### config.mk
export PLATFORM = sky130hd
export DESIGN_NAME = alu_host
export DESIGN_NICKNAME = d
export VERILOG_FILES = /design/src/rtl/alu_pkg.sv /design/src/rtl/alu_host.sv
export SDC_FILE = /design/constraint.sdc
export NUM_CORES = 1
export LEC_CHECK = 0
export CAP_MARGIN = 0
export CORE_MARGIN = 1
export CORE_UTILIZATION = 40
export CTS_CLUSTER_SIZE = 14
export DETAILED_ROUTE_END_ITERATION = 6
export PLACE_DENSITY = 0.72
export SLEW_MARGIN = 25
export SYNTH_ARGS = -nofsm -noshare
export SYNTH_HDL_FRONTEND = slang
export SYNTH_SLANG_ARGS = --single-unit
export TNS_END_PERCENT = 50
### constraint.sdc
create_clock -name clk -period 1.7 [get_ports clk]
set_input_delay 0.17 -clock clk [delete_from_list [all_inputs] [get_ports clk]]
set_output_delay 0.17 -clock clk [all_outputs]
set_load 0.02 [all_outputs]
### src/rtl/alu_pkg.sv
// ---------------------------------------------------------------------------
// alu_pkg
// Shared types for the alu_host requester and its ALU-facing neighbours.
//   alu_op_t          : 2-bit ALU opcode (add / sub / mul / div)
//   alu_host_state_t  : sequencer state encoding
//   is_two_word()     : true for operations that return an A and a Q word
// ---------------------------------------------------------------------------
package alu_pkg;

    typedef enum logic [1:0] {
        ADD = 2'b00,
        SUB = 2'b01,
        MUL = 2'b10,
        DIV = 2'b11
    } alu_op_t;

    typedef enum logic [2:0] {
        IDLE   = 3'd0,
        START  = 3'd1,
        LOAD_X = 3'd2,
        LOAD_Y = 3'd3,
        WAIT   = 3'd4,
        CAP_A  = 3'd5,
        CAP_Q  = 3'd6,
        RESP   = 3'd7
    } alu_host_state_t;

    // mul and div deliver a second (Q) word one cycle after the A word
    function automatic logic is_two_word(input alu_op_t op);
        return (op == MUL) || (op == DIV);
    endfunction

endpackage

### src/rtl/alu_host.sv
// ---------------------------------------------------------------------------
// alu_host
// Requester-side sequencer for the alu datapath. Accepts one operation per
// request handshake, serialises x then y onto the shared ALU input bus,
// waits (bounded) for ALU completion, captures one or two result words and
// presents them on a valid/ready response port.
//
// Ports
//   clk, rst                  : clock, asynchronous active-low reset
//   req_valid/req_ready       : request handshake
//   req_op, req_x, req_y      : opcode and operands
//   alu_in, alu_op, alu_valid : drive to the ALU
//   alu_o, alu_ready          : result word and completion from the ALU
//   rsp_valid/rsp_ready       : response handshake
//   rsp_hi, rsp_lo, rsp_err   : A word, Q word (0 for add/sub), timeout flag
// ---------------------------------------------------------------------------
module alu_host
    import alu_pkg::*;
#(
    parameter int unsigned W        = 8,
    parameter int unsigned LOAD_CYC = 2,
    parameter int unsigned TIMEOUT  = 64
) (
    input  logic         clk,
    input  logic         rst,
    input  logic         req_valid,
    output logic         req_ready,
    input  logic [1:0]   req_op,
    input  logic [W-1:0] req_x,
    input  logic [W-1:0] req_y,
    output logic [W-1:0] alu_in,
    output logic [1:0]   alu_op,
    output logic         alu_valid,
    input  logic [W-1:0] alu_o,
    input  logic         alu_ready,
    output logic         rsp_valid,
    input  logic         rsp_ready,
    output logic [W-1:0] rsp_hi,
    output logic [W-1:0] rsp_lo,
    output logic         rsp_err
);

    localparam int unsigned MAX_CNT = (LOAD_CYC > TIMEOUT) ? LOAD_CYC : TIMEOUT;
    localparam int unsigned CW      = $clog2(MAX_CNT) + 1;

    localparam logic [CW-1:0] LOAD_LAST = CW'(LOAD_CYC - 1);
    localparam logic [CW-1:0] WAIT_LAST = CW'(TIMEOUT - 1);
    localparam logic [CW-1:0] CNT_ZERO  = {CW{1'b0}};
    localparam logic [CW-1:0] CNT_ONE   = CW'(1);
    localparam logic [W-1:0]  WORD_ZERO = {W{1'b0}};

    alu_host_state_t state_q, state_d;
    logic [CW-1:0]   cnt_q, cnt_d;
    alu_op_t         op_q, op_d;
    logic [W-1:0]    x_q, x_d;
    logic [W-1:0]    y_q, y_d;
    logic [W-1:0]    hi_q, hi_d;
    logic [W-1:0]    lo_q, lo_d;
    logic            err_q, err_d;

    // State, counter, latched request and result registers
    always_ff @(posedge clk or negedge rst) begin
        if (!rst) begin
            state_q <= IDLE;
            cnt_q   <= CNT_ZERO;
            op_q    <= ADD;
            x_q     <= WORD_ZERO;
            y_q     <= WORD_ZERO;
            hi_q    <= WORD_ZERO;
            lo_q    <= WORD_ZERO;
            err_q   <= 1'b0;
        end else begin
            state_q <= state_d;
            cnt_q   <= cnt_d;
            op_q    <= op_d;
            x_q     <= x_d;
            y_q     <= y_d;
            hi_q    <= hi_d;
            lo_q    <= lo_d;
            err_q   <= err_d;
        end
    end

    // Next-state, counter and datapath-capture logic
    always_comb begin
        state_d = state_q;
        cnt_d   = cnt_q;
        op_d    = op_q;
        x_d     = x_q;
        y_d     = y_q;
        hi_d    = hi_q;
        lo_d    = lo_q;
        err_d   = err_q;

        case (state_q)
            IDLE: begin
                cnt_d = CNT_ZERO;
                if (req_valid) begin
                    state_d = START;
                    op_d    = alu_op_t'(req_op);
                    x_d     = req_x;
                    y_d     = req_y;
                end else begin
                    state_d = IDLE;
                end
            end

            START: begin
                cnt_d   = CNT_ZERO;
                state_d = LOAD_X;
            end

            LOAD_X: begin
                if (cnt_q == LOAD_LAST) begin
                    cnt_d   = CNT_ZERO;
                    state_d = LOAD_Y;
                end else begin
                    cnt_d   = cnt_q + CNT_ONE;
                    state_d = LOAD_X;
                end
            end

            LOAD_Y: begin
                if (cnt_q == LOAD_LAST) begin
                    cnt_d   = CNT_ZERO;
                    state_d = WAIT;
                end else begin
                    cnt_d   = cnt_q + CNT_ONE;
                    state_d = LOAD_Y;
                end
            end

            // The A word is taken on the completion edge itself, so no
            // separate A-capture cycle is ever entered.
            WAIT: begin
                if (alu_ready) begin
                    cnt_d = CNT_ZERO;
                    hi_d  = alu_o;
                    lo_d  = WORD_ZERO;
                    err_d = 1'b0;
                    if (is_two_word(op_q)) begin
                        state_d = CAP_Q;
                    end else begin
                        state_d = RESP;
                    end
                end else if (cnt_q == WAIT_LAST) begin
                    cnt_d   = CNT_ZERO;
                    hi_d    = WORD_ZERO;
                    lo_d    = WORD_ZERO;
                    err_d   = 1'b1;
                    state_d = RESP;
                end else begin
                    cnt_d   = cnt_q + CNT_ONE;
                    state_d = WAIT;
                end
            end

            // ALU presents Q exactly one cycle after A
            CAP_Q: begin
                lo_d    = alu_o;
                state_d = RESP;
            end

            // Results are cleared on hand-off so no stale word is left on
            // the response bus while idle.
            RESP: begin
                if (rsp_ready) begin
                    state_d = IDLE;
                    hi_d    = WORD_ZERO;
                    lo_d    = WORD_ZERO;
                    err_d   = 1'b0;
                end else begin
                    state_d = RESP;
                end
            end

            // CAP_A and any corrupted encoding fall back to a clean idle
            default: begin
                state_d = IDLE;
                cnt_d   = CNT_ZERO;
                hi_d    = WORD_ZERO;
                lo_d    = WORD_ZERO;
                err_d   = 1'b0;
            end
        endcase
    end

    // Output decode from the registered state and result registers
    always_comb begin
        req_ready = 1'b0;
        alu_valid = 1'b0;
        alu_in    = WORD_ZERO;
        alu_op    = 2'b00;
        rsp_valid = 1'b0;
        rsp_hi    = hi_q;
        rsp_lo    = lo_q;
        rsp_err   = err_q;

        case (state_q)
            IDLE: begin
                req_ready = 1'b1;
            end
            START: begin
                alu_valid = 1'b1;
                alu_in    = x_q;
                alu_op    = op_q;
            end
            LOAD_X: begin
                alu_in = x_q;
                alu_op = op_q;
            end
            LOAD_Y: begin
                alu_in = y_q;
                alu_op = op_q;
            end
            WAIT: begin
                alu_op = op_q;
            end
            CAP_Q: begin
                alu_op = op_q;
            end
            RESP: begin
                rsp_valid = 1'b1;
            end
            default: begin
                req_ready = 1'b0;
            end
        endcase
    end

endmodule

==> flow_summary.yaml <==
outcome:
  status: "finished with violations"
  violations: "negative setup slack"
finish:
  antennaDiodeCount: 0
  layout-drive-gt1-share_pct: 38.0
  final_nets: 324
  stdcell_count: 362
  syn2layout_area_growth_pct: 53.8
  stdcell_area_um2: 3390
  fillCellCount: 427
place:
  hpwl_um: 3780
  dp.cells: 344
  dpl_cell_area_um2: 3130
  place.port_buffers: 60
  gp_congestion: 0.799
drt:
  vias: 1915
  routed_wl_um: 5860
  ant_nets: 0
  first_pass_iters: 4
  avgRoutedWirePerCell_um: 16.2
  drt_iter0_markers: 65
  drc: 0
  avgViaCountPerCell: 5.29
setup_path:
  cp_max_fo: 9
  start_kind: "flop"
  r2r_slack_ps: -130
  required_ps: 1890
  crit_arrival_ps: 2020
  worstSetupPathType: "flop to flop"
  endpoint_kind: "flop"
timing:
  tns_ps: -2640
  hold_slack_ps: 341
  max_freq_ghz: 0.547
  hold_violations: 0
  finalMaxSlewViolations: 0
  period_needed_ps: 1830
  slew_headroom_pct: 69.7
  skew_ps: 8.12
  layout_setup_ws_ps: -127
  finalCritPeriodShare_pct: 107
  worst_pin_slew_ps: 455
  rsz0062_at_grt: "true"
  finalSetupViolCount: 34
global_routing:
  grt_pass1_vias: 1933
  grt_pass1_wl_um: 9430
  grt_max_degree: 29
  grt_usage_pct: 20.3
  grt-ovfl-total: 0
  antenna_found_initial: 0
clock_network:
  clk_latency_ps: 300
  clock-root-buffer: "clkbuf_8"
  clock_sinks: 45
  htree_levels: 2
  cts_buffers: 5
  clock_path_buffers: 2
  cts_tree: "built"
  cts.clk_slew.worst_paths_ps: 90
die:
  start_util_pct: 42.3
  die_w_um: 76.2
  io_pins: 61
  rows: 26
  die_h_um: 76.2
  core_um2: 5200
  die_area_um2: 5810
yosys:
  synthSimpleGateAreaFrac_pct: 13.2
  yosysTopAreaCellShare_pct: 51.1
  synth_top_family_by_area: "compound AO/OA/AOI/OAI gates"
  yosys-top-cells-area: "dfrtp_1 (51%), mux2_2 (14%), a32o_1 (3.6%)"
  synth_fa_ha_area_share_pct: 1.14
  avgSynthCellArea_um2: 11.5
  synthXorXnorAreaFrac_pct: 0.398
  synthCells: 192
  yosysUniqueCellTypes: 40
  synth_seq_cells: 45
  synth_compound_area_share_pct: 17.8
  netlist_area_um2: 2200
  yosysWarnings: 0
  synth_nets: 225
  synth_flop_cell: "dfrtp_1"
  synth-seq-area-share_pct: 51.1
  yosysTopAreaCell: "dfrtp_1"
  synth_edf_count: 0
  async_reset_ff_share_pct: 100
  muxShareOfSynthArea_pct: 13.8
power_and_ir_drop:
  vdd_drop_max_uv: 1040
  power_mw: 6.15
  total_leakage_power_nw: 1.48
  power_density_nw_per_um2: 1810
min_path:
  hold_path_class: "input port to asynchronous set/reset pin"
run:
  drv_cap: 0
[sequential cells by signal, indices dropped and copies added, names as in the netlist]
name,cells
cnt_q,7
rsp_hi,8
rsp_lo,8
rsp_err,1
x_q,8
y_q,8
state_q,3
op_q,2
[stage by stage]
stage	utilization, %	setup slack [ps]
2_1_floorplan	-	-12.0
3_3_place_gp	60.1	-84.8
3_5_place_dp	60.1	-102
4_1_cts	62.7	-126
5_1_grt	65.1	-185
6_report	65.1	-127
[routing by layer]
metal,up-vias,track usage (%),routed length [um]
met5,-,0,0
met4,0,6.15,77
met3,10,4.43,232
met2,44,35.0,3050
met1,949,25.2,2490
li1,912,-,-
[area by class of cell]
cell class	instances	area [um^2]	share of cell area, %
tap	70	87.6	2.58
sequential	45	1130	33.3
multi-input combinational	134	1120	33.2
inverter	4	15.0	0.443
clock inverter	3	25.0	0.738
clock buffer	5	68.8	2.03
timing repair buffer	101	941	27.8
[cells in the mapped netlist (2+ instances only)]
library cell / n
dfrtp_1: 45
mux2_2: 27
nor3_1: 5
a32o_1: 8
nor2_1: 17
buf_2: 2
a22o_1: 8
a21oi_1: 5
nand3_1: 3
o21ai_0: 6
a22oi_1: 9
ha_1: 2
nand2_1: 11
o22ai_1: 2
o211ai_1: 2
buf_1: 2
and2_1: 6
inv_1: 4
nand3b_1: 2
clkbuf_1: 4
nand2b_1: 3
[final timing paths]
kind                       depth (start not counted)  startpoint         to
setup / recovery                                   6  state_q[0]     x_q[5]
hold / removal                                     2         rst     x_q[4]
setup reg to reg                                   6  state_q[0]     x_q[5]
hold reg to reg                                    1   rsp_lo[4]  rsp_lo[4]
max in group asynchronous                          3         rst  rsp_lo[7]
min in group clk                                   2    req_x[1]     x_q[1]
[critical path, cell delays in order, from the launching register on]
cell	delay [ps]
dfrtp_1	480
buf_4	210
nor3_4	190
buf_4	140
and2_4	190
clkbuf_16	180
mux2_2	330
[layout by cell type, fill, tap and decap left out, types with 4 or more instances in the layout]
master,Yosys,final
o21ai_0,6,4
buf_4,1,37
dfrtp_1,45,44
nor2_1,17,14
mux2_4,0,4
a32o_1,8,8
buf_2,2,8
nand2_1,11,11
clkdlybuf4s50_1,0,46
clkbuf_8,0,5
and2_1,6,5
nor3_1,5,4
inv_1,4,4
a22oi_2,0,6
a22o_1,8,8
a21oi_1,5,4
mux2_2,27,23
[power breakdown]
group	internal [mW]	switching [mW]	total [mW]
combinational	1.89	1.69	3.58
sequential	1.52	0.345	1.86
clock	0.297	0.403	0.701
[kinds of logic (layout without fill, tap and decap cells)]
family / count (synthesis) / count (layout)
adders and majority gates: 2 / 2
AOI/OAI and AO/OA: 49 / 49
xor gates and xnor gates: 1 / 1
muxes: 27 / 27
and+or+nand+nor: 55 / 55
buffers and inverters: 13 / 113
DFF: 45 / 45
[repair_timing]
action,in CTS,in global routing
endpoints found under the hold margin,17,0
pin swaps,3,12
setup buffers,5,3
gates resized for setup,64,17
setup endpoints to repair,36,53
hold buffers,1,0
cloned,0,2
(Power assumes the default switching activity.)
